<file path="config.mk">
export PLATFORM = sky130hd
export DESIGN_NAME = pc_seq_ctrl
export DESIGN_NICKNAME = d
export VERILOG_FILES = /design/src/rtl/pc_seq_ctrl.sv
export SDC_FILE = /design/constraint.sdc
export NUM_CORES = 1
export LEC_CHECK = 0
export CAP_MARGIN = 40
export CORE_MARGIN = 2
export CORE_UTILIZATION = 53
export DETAILED_ROUTE_END_ITERATION = 7
export PLACE_DENSITY = 0.89
export SETUP_SLACK_MARGIN = 0.5
export SYNTH_ARGS = -nofsm -noshare
export SYNTH_HDL_FRONTEND = slang
export SYNTH_SLANG_ARGS = --single-unit
</file>
<file path="constraint.sdc">
create_clock -name CLK -period 4.8 [get_ports CLK]
set_clock_uncertainty 0.15 [all_clocks]
set_input_delay 0.96 -clock CLK [delete_from_list [all_inputs] [get_ports CLK]]
set_output_delay 0.96 -clock CLK [all_outputs]
set_load 0.005 [all_outputs]
</file>
<file path="src/rtl/pc_seq_ctrl.sv">
// pc_seq_ctrl: next-PC sequencer for the MIPS150 pipeline.
// Turns branch, jump and hazard events into the PC select code, the PC
// write enable, a redirect flush pulse, and IF-kill / ID-stall strobes.
// After a redirect it counts out fetch bubbles. It freezes fetch on
// load-use hazards and on memory stalls.
// Optional build macro PC_SEQ_PERF_EN adds the stall_cnt and redirect_cnt
// performance counters.
module pc_seq_ctrl #(
  parameter int unsigned FLUSH_CYCLES = 2,  // fetch bubbles after a redirect (1..7)
  parameter int unsigned BOOT_CYCLES  = 1   // PC_EN low cycles after reset (1..7)
) (
  input  logic       CLK,
  input  logic       RST,
  input  logic       branch_taken,
  input  logic       jr_ID,
  input  logic       jal_ID,
  input  logic       load_use,
  input  logic       mem_stall,
  output logic [1:0] PC_Sel,
  output logic       PC_EN,
  output logic       flush,
  output logic       kill_IF,
  output logic       stall_ID
`ifdef PC_SEQ_PERF_EN
  ,
  output logic [31:0] stall_cnt,
  output logic [31:0] redirect_cnt
`endif
);

  localparam logic [1:0] SEL_PC4 = 2'b10;
  localparam logic [1:0] SEL_BR  = 2'b01;
  localparam logic [1:0] SEL_J   = 2'b11;
  localparam logic [1:0] SEL_JR  = 2'b00;

  localparam logic [2:0] FLUSH_LD = 3'(FLUSH_CYCLES - 1);
  localparam logic [2:0] BOOT_LD  = 3'(BOOT_CYCLES);

  typedef enum logic [1:0] {
    BOOT  = 2'd0,
    RUN   = 2'd1,
    STALL = 2'd2,
    FLUSH = 2'd3
  } state_t;

  state_t     state_q, state_d;
  logic [2:0] bub_q, bub_d;
  logic [2:0] boot_q, boot_d;

  logic       do_redir;
  logic [1:0] redir_sel;

  // Redirect target select: branch over JR over J/JAL.
  always_comb begin
    if (branch_taken)  redir_sel = SEL_BR;
    else if (jr_ID)    redir_sel = SEL_JR;
    else if (jal_ID)   redir_sel = SEL_J;
    else               redir_sel = SEL_PC4;
  end

  // Next-state and output decode. mem_stall takes precedence in every
  // non-boot state. The redirect action is shared by RUN, STALL and FLUSH.
  always_comb begin
    state_d  = state_q;
    bub_d    = bub_q;
    boot_d   = boot_q;
    PC_Sel   = SEL_PC4;
    PC_EN    = 1'b0;
    flush    = 1'b0;
    kill_IF  = 1'b0;
    stall_ID = 1'b0;
    do_redir = 1'b0;

    unique case (state_q)
      BOOT: begin
        if (boot_q != 3'd0) boot_d = boot_q - 3'd1;
        if (boot_q <= 3'd1) state_d = RUN;
      end
      RUN: begin
        if (mem_stall) begin
          PC_EN = 1'b0;
        end else if (branch_taken || jr_ID || jal_ID) begin
          do_redir = 1'b1;
        end else if (load_use) begin
          stall_ID = 1'b1;
          state_d  = STALL;
        end else begin
          PC_EN = 1'b1;
        end
      end
      STALL: begin
        if (mem_stall) begin
          stall_ID = 1'b1;
        end else if (branch_taken) begin
          do_redir = 1'b1;
        end else begin
          stall_ID = 1'b1;
          state_d  = RUN;
        end
      end
      FLUSH: begin
        // jr_ID, jal_ID and load_use come from killed instructions here.
        kill_IF = 1'b1;
        if (mem_stall) begin
          PC_EN = 1'b0;
        end else if (branch_taken) begin
          do_redir = 1'b1;
        end else begin
          PC_EN = 1'b1;
          if (bub_q != 3'd0) bub_d = bub_q - 3'd1;
          if (bub_q <= 3'd1) state_d = RUN;
        end
      end
      default: state_d = BOOT;
    endcase

    if (do_redir) begin
      PC_Sel  = redir_sel;
      PC_EN   = 1'b1;
      flush   = 1'b1;
      kill_IF = 1'b1;
      bub_d   = FLUSH_LD;
      state_d = (FLUSH_CYCLES > 1) ? FLUSH : RUN;
    end
  end

  // State and counter registers.
  always_ff @(posedge CLK or posedge RST) begin
    if (RST) begin
      state_q <= BOOT;
      bub_q   <= '0;
      boot_q  <= BOOT_LD;
    end else begin
      state_q <= state_d;
      bub_q   <= bub_d;
      boot_q  <= boot_d;
    end
  end

`ifdef PC_SEQ_PERF_EN
  // Performance counters: frozen-fetch cycles outside boot, and flush pulses.
  always_ff @(posedge CLK or posedge RST) begin
    if (RST) begin
      stall_cnt    <= '0;
      redirect_cnt <= '0;
    end else begin
      if (state_q != BOOT && !PC_EN) stall_cnt <= stall_cnt + 32'd1;
      if (flush) redirect_cnt <= redirect_cnt + 32'd1;
    end
  end
`endif

endmodule
</file>
Word-level counts from Yosys, hierarchy flattened
Cells that the tools add are included.
Widths: inputs -> output; s select.
{"block": "word_totals", "output_inout_bits": 6, "word_cells": 72, "reg_bits": 8}
{"block": "classes", "reduce_logical": 11, "eq_ne": 14, "add_sub_neg": 2, "n_lt_le_gt_ge": 2, "n_mux": 40}
{"cell": "$ne 3x3->1 const B", "n": 9}
{"cell": "$mux 2", "n": 13}
{"cell": "$mux 1", "n": 18}
{"cell": "$mux 3", "n": 5}
{"cell": "$reduce_and 9->1", "n": 1}
{"cell": "$pmux 2 s4", "n": 1}
{"cell": "$le 3x1->1 const B", "n": 2}
{"cell": "$pmux 1 s2", "n": 3}
{"cell": "$reduce_bool 3->1", "n": 2}
{"cell": "$sub 3x1->3 const B", "n": 2}
{"cell": "$eq 2x2->1 const B", "n": 2}
{"cell": "$ne 2x1->1 const B", "n": 2}
{"cell": "$reduce_and 4->1", "n": 1}
{"cell": "$reduce_bool 2->1", "n": 2}
{"cell": "$eq 2x1->1 const B", "n": 1}
{"cell": "$logic_not 2->1", "n": 1}
{"cell": "$logic_or 1x1->1", "n": 2}
{"cell": "$reduce_and 2->1", "n": 1}
{"cell": "$reduce_or 2->1", "n": 1}

Logic depth before layout (Yosys ltp)
Gate-level depths: netlist (run 1).
{"block": "depth", "depth_word": 7, "ltp_mapped": 6}

Worst setup path before layout (run 1)
No wires, ideal clock.
{"block": "synth_timing", "kind": "in2out", "start": "input port jr_ID", "end": "output port PC_Sel[0]", "stages": 3, "path_slack_ns": 1.918, "arrival_ns": 1.772, "n_path_buf": 0, "cell_sequence": "o21ai_2 a2111oi_4 a21boi_1"}
{"block": "synth_via", "elab_chain_len": 6}
{"element": "start: declaration", "line_no": "15", "source": "input logic jr_ID,"}
{"element": "$logic_or 1x1->1 (2 in series)", "line_no": "82", "source": "end else if (branch_taken || jr_ID || jal_ID) begin"}
{"element": "$mux 1", "line_no": "82"}
{"element": "$mux 1", "line_no": "80", "source": "if (mem_stall) begin"}
{"element": "$pmux 1 s2", "line_no": "74", "source": "unique case (state_q)"}
{"element": "$mux 2 *", "line_no": "117", "source": "if (do_redir) begin"}
{"element": "end: declaration", "line_no": "19", "source": "output logic [1:0] PC_Sel,"}
Mark *: on every way between the ends. The rest lies on a longest branch, timed or not.

Worst setup path after layout (run 1)
Same ends and word-level chain as after synthesis.

==> results of run 1 <==
## layer usage
metal  share of wire [%]  global-route usage (%)
met1                  48                    28.2
met2                  47                    40.3
met3                 5.2                    3.33
met4                   0                    7.76
met5                   0                       0
## registers in the layout (all words and copies together), names as in the netlist
signal / count
state_q: 2
boot_q: 3
bub_q: 3
## power groups by stage
stage | sequential (mW) | combinational [mW] | clock (mW)
global route | 0.105 | 0.290 | 0.0603
CTS | 0.101 | 0.253 | 0.0558
detailed placement | 0.103 | 0.252 | 0
global placement | 0.101 | 0.244 | 0
finish | 0.101 | 0.253 | 0.0530
floorplan | 0.0989 | 0.172 | 0
## path summary, 6_finish.rpt
path,from,end,slack [ps],cells past startpoint
min in group asynchronous,RST,state_q[0],800,2
setup reg to reg,state_q[1],state_q[1],2790,6
max in group asynchronous,RST,boot_q[0],3420,2
setup / recovery,jr_ID,PC_Sel[0],670,5
hold / removal,boot_q[0],boot_q[0],360,1
hold reg to reg,boot_q[0],boot_q[0],360,1
## cell usage in the layout (no fill, tap or decap)
master / n
inv_1: 10
ha_1: 10
or2_2: 1
nor3_1: 2
mux2_2: 1
nand3_1: 2
a21boi_1: 1
a31oi_1: 1
a2111oi_4: 1
mux2i_1: 1
xor2_1: 1
a31o_2: 1
o21ba_2: 2
dfstp_2: 1
o2bb2ai_1: 1
a21oi_1: 2
a32o_1: 1
nor2_1: 7
o21ai_2: 1
clkbuf_4: 3
clkdlybuf4s50_1: 12
nand4_1: 1
dfrtp_1: 7
o21ai_0: 8
nand2_1: 2
a21o_1: 2
xnor2_1: 2
o2111ai_1: 1
nor4_1: 1
clkbuf_1: 1
nor2b_1: 1
nand2b_1: 4
## metrics by stage
step / instance area, sq um / power [mW] / cells / hold slack [ps] / util (%)
after CTS: 851 / 0.410 / 106 / 367 / 73.6
after global routing: 851 / 0.456 / 106 / 377 / 73.6
final: 851 / 0.407 / 106 / 364 / 73.6
after global placement: 825 / 0.345 / 102 / 349 / 71.3
after detailed placement: 825 / 0.354 / 102 / 356 / 71.3
after floorplan: 687 / 0.271 / 76 / 323 / -
## final cells by class
cell class / count / area (sq um) / share of cell area (%)
Clock buffer: 4 / 26.3 / 3.09
Sequential cell: 8 / 201 / 23.7
Inverter: 10 / 37.5 / 4.41
Multi-Input combinational cell: 58 / 448 / 52.6
Timing Repair Buffer: 12 / 120 / 14.1
Tap cell: 14 / 17.5 / 2.06
## cell families after synthesis
family / Yosys count / synth area share (%)
AOI/OAI and AO/OA: 22 / 25.0
buffers and inverters: 10 / 5.47
xor gates and xnor gates: 3 / 3.83
and+or+nand+nor: 21 / 15.1
DFF: 8 / 29.3
adders and majority gates: 10 / 18.2
muxes: 2 / 3.10
## critical path: stages
cell,delay (ps)
clkdlybuf4s50_1,560
o21ai_2,110
a2111oi_4,620
a21boi_1,250
clkdlybuf4s50_1,520
==> results.ini, run 1 <==
[sta]
rsz0062_at_grt=no
timing.final.crit_share_pct=86.1
fin_crit_ps=4130
hold_viol=0
layout_setup_ws_ps=669
worst_pin_slew_ps=583
setup-violations-final=0
setup-tns-final_ps=0
fmax_ghz=0.242
slew_headroom_pct=61.2
drv_slew=0

[worst_setup_path]
path_max_fanout=10
cp.arrival_ps=3020
endpoint_kind=output port
critPathKind=in2out
required_ps=3690
cp-start-kind=primary input

[pwr]
switchingPower_mw=0.161
p_sw_share_pct=39.6
peakVddDrop_mv=0.307
combPwrFrac_pct=62.1
power.internal_mw=0.246
sequentialPowerShare_pct=24.9
power_density_mw_per_mm2=478
power_leakage_nw=0.385
clockPowerShare_pct=13.0

[logic_synthesis]
synth_warnings=0
syn-num-nets=93
async_reset_ff_share_pct=100
netlist.area_leader.share_pct=25.5
synth_cells=76
ys.flop_type=dfrtp_1
netlist_area_sq_um=687
syn_area_per_cell_sq_um=9.04
seq_area_frac_synth_pct=29.3
yosys.area.top_type=dfrtp_1
synth_commonest_cells=ha_1 (10), inv_1 (10), o21ai_0 (8)
synth.area.top_cells=dfrtp_1 (26%), ha_1 (18%), o21ai_0 (5.8%), inv_1 (5.5%), a2111oi_4 (4.0%)
synth_edf_count=0
ys_ff_latch=8
synth.distinct_cells=29

[global_route]
antenna_found_initial=0
grt_pass1_wl_um=2430
grt_overflow=0
grt_usage_pct=22.9
grt_max_degree=11
grt_pass1_vias=589

[cells_and_area]
diodes=0
drive_gt1_share_pct=12.0
area_delta_synth_final_pct=23.9
fin_nets=110
n_fill_cell=90

[floorplanning]
core_sq_mm=0.00116
dieArea_sq_mm=0.00160
rows=12
die_w_um=40
die_y_um=40
initial_core_util_pct=59.4
ios=13

[flow_run]
maxCapViolCount=0

[placed_design]
dp_slack_ps=715
gp_congestion=0.723
hpwl_um=1090
numPortBuffers=12

[outcome]
status=finished, final reports clean

[drt]
dr.pass1.iters=4
routed_wl_um=1340
routedWlPerCell_um=12.6
dr_total_vias=583
drtAntennaViolNets=0
vias_per_cell=5.50
drt_iter0_drc=8
drc=0

[clocking]
numCtsBuffers=3
cts_tree=built
post_cts_resized=0
clk_pin_slew_ps=50
postCtsSetupBuffers=0
root_buffer=clkbuf_4
clock_latency_ps=250
htreeDepth=1
postCtsHoldBufs=0
numClockSinks=8
clockBufferDepth=2

[min_path]
min_path_type=reg2reg

No activity file was read; power rests on OpenSTA's default activity.
==> run 2: changes to the inputs <==
--- a/config.mk
+++ b/config.mk
@@ -9,7 +9,7 @@
 export CORE_MARGIN = 2
 export CORE_UTILIZATION = 53
 export DETAILED_ROUTE_END_ITERATION = 7
-export PLACE_DENSITY = 0.89
+export PLACE_DENSITY = 0.81
 export SETUP_SLACK_MARGIN = 0.5
 export SYNTH_ARGS = -nofsm -noshare
 export SYNTH_HDL_FRONTEND = slang
==> results.ini, run 2 (same netlist as run 1, synthesis figures left out) <==
[global_route]
grt_usage_pct=22.1  ; -0.82 points
grt_max_degree=11  ; unchanged
grt_overflow=0  ; unchanged
grt_pass1_vias=554  ; -5.9%
antenna_found_initial=0  ; unchanged
grt_pass1_wl_um=2240  ; -7.7%

[clocking]
htreeDepth=1  ; unchanged
cts_tree=built
clock_latency_ps=250  ; about the same
post_cts_resized=0  ; unchanged
postCtsSetupBuffers=0  ; unchanged
clk_pin_slew_ps=50  ; about the same
numCtsBuffers=3  ; unchanged
clockBufferDepth=2  ; unchanged
postCtsHoldBufs=0  ; unchanged
numClockSinks=8  ; unchanged
root_buffer=clkbuf_4

[floorplanning]
ios=13  ; unchanged
initial_core_util_pct=59.4  ; unchanged
dieArea_sq_mm=0.00160  ; unchanged
rows=12  ; unchanged
die_w_um=40  ; unchanged
core_sq_mm=0.00116  ; unchanged
die_y_um=40  ; unchanged

[sta]
fin_crit_ps=4080  ; -52.9 ps
rsz0062_at_grt=no
worst_pin_slew_ps=557  ; -26.0 ps
hold_viol=0  ; unchanged
slew_headroom_pct=62.9  ; +1.7 points
timing.final.crit_share_pct=85.0  ; -1.1 points
setup-violations-final=0  ; unchanged
drv_slew=0  ; unchanged
layout_setup_ws_ps=722  ; +52.9 ps
fmax_ghz=0.245  ; +1.3%
setup-tns-final_ps=0  ; unchanged

[placed_design]
placed_area_sq_um=825  ; unchanged
gp_congestion=0.709  ; -1.9%
hpwl_um=1060  ; -2.2%
dp_slack_ps=759  ; +44.3 ps
numPortBuffers=12  ; unchanged

[worst_setup_path]
endpoint_kind=output port
cp-start-kind=primary input
cp.arrival_ps=2970  ; -50 ps
ff2ff_path_depth=6  ; unchanged
reg2reg_from=state_q[1]
critPathKind=in2out
required_ps=3690  ; about the same
cp-startpoint=jr_ID
path_max_fanout=10  ; unchanged

[cells_and_area]
fin_nets=110  ; unchanged
area_delta_synth_final_pct=23.9  ; unchanged
n_fill_cell=107  ; +19%
diodes=0  ; unchanged
largestRegisters=boot_q: 3 flops, bub_q: 3 flops, state_q: 2 flops
final_common_cell=clkdlybuf4s50_1
layout_common_cells=clkdlybuf4s50_1 (12), inv_1 (10), ha_1 (10)
drive_gt1_share_pct=12.0  ; unchanged
final_area_sq_um=851  ; unchanged

[min_path]
min_path_type=reg2reg
whs_path_depth=1  ; unchanged
min_from=boot_q[0]

[flow_run]
maxCapViolCount=0  ; unchanged

[pwr]
power_leakage_nw=0.385  ; unchanged
power_density_mw_per_mm2=481  ; +0.55%
peakVddDrop_mv=0.312  ; +1.7%

[drt]
dr.pass1.iters=4  ; unchanged
drt_iter0_drc=8  ; unchanged
drtAntennaViolNets=0  ; unchanged
routedWlPerCell_um=12.8  ; +1.4%
drc=0  ; unchanged
vias_per_cell=5.58  ; +1.4%
dr_total_vias=591  ; +1.4%
routed_wl_um=1360  ; +1.4%

[outcome]
status=finished, final reports clean

==> run 2: cell counts in the layout (fill, tap and decap cells not counted) <==
No cell type changed its count.
==> run 2: final cells by class <==
| cell class | count | area (sq um) | area share (%) |
|---|---|---|---|
| Sequential cell | 8 | 201 | 23.7 |
| Tap cell | 14 | 17.5 | 2.06 |
| Clock buffer | 4 | 26.3 | 3.09 |
| Inverter | 10 | 37.5 | 4.41 |
| Timing Repair Buffer | 12 | 120 | 14.1 |
| Multi-Input combinational cell | 58 | 448 | 52.6 |
==> run 2: report_power, final <==
part | switching [mW] | internal (mW)
clock network | 0.0219 | 0.0317
registers | 0.0151 | 0.0861
logic | 0.126 | 0.128
==> run 2: worst max-delay path, stage by stage <==
cell and delay [ps]:
clkdlybuf4s50_1 550, o21ai_2 100, a2111oi_4 600, a21boi_1 240, clkdlybuf4s50_1 510
==> run 2: routing by layer <==
layer / vias up / part of all wire, % / GRT usage [%]
met3: 0 / 3.5 / 3.33
met2: 12 / 53 / 41.9
met1: 280 / 43 / 22.2
li1: 299 / - / -
met5: - / 0 / 0
met4: 0 / 0 / 12.9
==> run 2: path summary, 6_finish.rpt <==
path                       slack (ps)         end
max                               720   PC_Sel[0]
min                               370   boot_q[0]
max reg2reg                      2850  state_q[1]
min reg2reg                       370   boot_q[0]
max in group asynchronous        3440   boot_q[0]
min in group asynchronous         790    bub_q[0]
==> run 2: through the flow <==
stage	power (mW)	util (%)	hold slack [ps]	cells
after floorplan	0.271	-	323	76
after global placement	0.347	71.3	356	102
after detailed placement	0.355	71.3	366	102
after CTS	0.412	73.6	374	106
after global routing	0.450	73.6	390	106
final	0.409	73.6	370	106
==> run 3: changes to the inputs <==
--- a/config.mk
+++ b/config.mk
@@ -7,9 +7,9 @@
 export LEC_CHECK = 0
 export CAP_MARGIN = 40
 export CORE_MARGIN = 2
-export CORE_UTILIZATION = 53
+export CORE_UTILIZATION = 49
 export DETAILED_ROUTE_END_ITERATION = 7
-export PLACE_DENSITY = 0.81
+export PLACE_DENSITY = 0.76
 export SETUP_SLACK_MARGIN = 0.5
 export SYNTH_ARGS = -nofsm -noshare
 export SYNTH_HDL_FRONTEND = slang
==> constraint.sdc (replaced) <==
create_clock -name CLK -period 3.8 [get_ports CLK]
set_clock_uncertainty 0.15 [all_clocks]
set_input_delay 0.76 -clock CLK [delete_from_list [all_inputs] [get_ports CLK]]
set_output_delay 0.76 -clock CLK [all_outputs]
set_load 0.005 [all_outputs]
==> results.ini, run 3 (same netlist as run 1, synthesis figures left out) <==
[floorplanning]
ios=13  ; unchanged
die_y_um=41.4  ; +3.6%
initial_core_util_pct=52.8  ; -6.6 points
die_w_um=41.4  ; +3.6%
core_sq_mm=0.00130  ; +13%
rows=13  ; +1
dieArea_sq_mm=0.00172  ; +7.3%

[sta]
hold_viol=0  ; unchanged
setup-tns-final_ps=0  ; unchanged
slew_headroom_pct=73.9  ; +11 points
timing.final.crit_share_pct=84.3
layout_setup_ws_ps=596  ; -126 ps
fin_crit_ps=3200
worst_pin_slew_ps=391  ; -165 ps
rsz0062_at_grt=no
fmax_ghz=0.312
drv_slew=0  ; unchanged
setup-violations-final=0  ; unchanged
holdWs_ps=360  ; -9.70 ps

[cells_and_area]
regArea_sq_um=201  ; unchanged
drive_gt1_share_pct=17.0  ; +5.1 points
n_fill_cell=122  ; +14%
multiInputGateArea_sq_um=464  ; +3.6%
diodes=0  ; unchanged
final_util_pct=67.6  ; -6.0 points
layout_common_cells=inv_1 (9), ha_1 (9), o21ai_0 (8), clkdlybuf4s50_1 (8)
area_delta_synth_final_pct=28.1
fin_nets=112  ; +1.8%
fin_cells=109  ; +2.8%
largestRegisters=boot_q: 3 flops, bub_q: 3 flops, state_q: 2 flops

[placed_design]
numPortBuffers=12  ; unchanged
gp_congestion=0.783  ; +10%
dp_slack_ps=297  ; -462 ps
hpwl_um=1080  ; +1.3%
dp.cells=104  ; +2.0%

[worst_setup_path]
crit_end=PC_Sel[0]
timing.reg2reg.setup_slack_ps=1850  ; -1000 ps
worst_path_largest_cell_delay_ps=500  ; -100 ps
reg2reg_from=state_q[0]
worst-path-buf-inv=2  ; unchanged
critPathKind=in2out
cp.arrival_ps=2290  ; -680 ps
path_max_fanout=6  ; -4
worstPathCellList=dlygate4sd2_1, o21ai_2, a2111oi_4, a21boi_2, clkdlybuf4s50_1
cp-startpoint=jal_ID
cp-start-kind=primary input
required_ps=2890  ; -800 ps
crit_cells=5  ; unchanged
cp_slowest_cell=clkdlybuf4s50_1
endpoint_kind=output port
ff2ff_path_depth=6  ; unchanged
worstReg2RegEnd=state_q[1]
crit_family=buffers and inverters

[drt]
drc=0  ; unchanged
dr.pass1.iters=4  ; unchanged
drtAntennaViolNets=0  ; unchanged
vias_per_cell=5.55  ; -0.45%
routed_wl_um=1340  ; -1.2%
dr_total_vias=605  ; +2.4%
routedWlPerCell_um=12.3  ; -3.9%
drt_iter0_drc=13  ; +5

[clocking]
cts_tree=built
clockBufferDepth=2  ; unchanged
root_buffer=clkbuf_4
htreeDepth=1  ; unchanged
clk_pin_slew_ps=50  ; about the same
postCtsHoldBufs=0  ; unchanged
clock_latency_ps=250  ; about the same
numClockSinks=8  ; unchanged
numCtsBuffers=3  ; unchanged

[pwr]
power_leakage_nw=0.400  ; +3.9%
power_density_mw_per_mm2=613  ; +27%
peakVddDrop_mv=0.342  ; +9.6%

[global_route]
grt_pass1_vias=598  ; +7.9%
grt_max_degree=9  ; -2
antenna_found_initial=0  ; unchanged
grt_usage_pct=18.1  ; -3.9 points
grt_pass1_wl_um=2480  ; +11%
grt_overflow=0  ; unchanged

[min_path]
whs_path_depth=1  ; unchanged
min_path_type=reg2reg

[flow_run]
maxCapViolCount=0  ; unchanged

[outcome]
status=finished, final reports clean

==> run 3: changes by cell type in the layout (fill, tap and decap cells not counted), sizes merged <==
cell,previous run,this run
clkdlybuf4s15,0,1
buf,0,2
clkdlybuf4s50,12,8
dlygate4sd2,0,3
==> run 3: worst min path at each step <==
stage               from         to  slack (ps)
2_1_floorplan  boot_q[1]  boot_q[1]         320
3_3_place_gp   boot_q[2]  boot_q[2]         360
3_5_place_dp   boot_q[0]  boot_q[0]         350
4_1_cts        boot_q[0]  boot_q[0]         360
5_1_grt        boot_q[0]  boot_q[0]         390
6_report       boot_q[0]  boot_q[0]         360
==> run 3: area by class of cell <==
cell class,instances,area share (%)
multi-input cells,58,52.8
flip-flops and latches,8,22.9
repair buffers,14,14.9
inverters,10,4.27
clock buffers,4,2.99
well taps,15,2.13
==> run 3: power breakdown <==
part           total, mW  switching [mW]  internal [mW]
registers          0.131          0.0224          0.109
logic              0.339           0.162          0.177
clock network     0.0692          0.0290         0.0402
total              0.539           0.213          0.326
==> run 3: what timing repair did <==
item	CTS	global route
endpoints found under the setup margin	5	5
pin swaps	1	1
cloned	0	0
gates resized for setup	6	3
endpoints found under the hold margin	0	0
buffers inserted	1	0
==> run 3: stage by stage <==
stage / area [sq um] / power, mW
floorplan: 687 / 0.342
global placement: 833 / 0.443
detailed placement: 833 / 0.454
CTS: 866 / 0.531
global route: 880 / 0.593
finish: 880 / 0.539
==> run 3: routing by layer <==
metal	wire, um	up-vias	GRT usage [%]
met2	640	21	27.8
met5	0	-	0
met1	619	280	23.4
li1	-	302	-
met4	5	0	7.74
met3	76	2	5.65
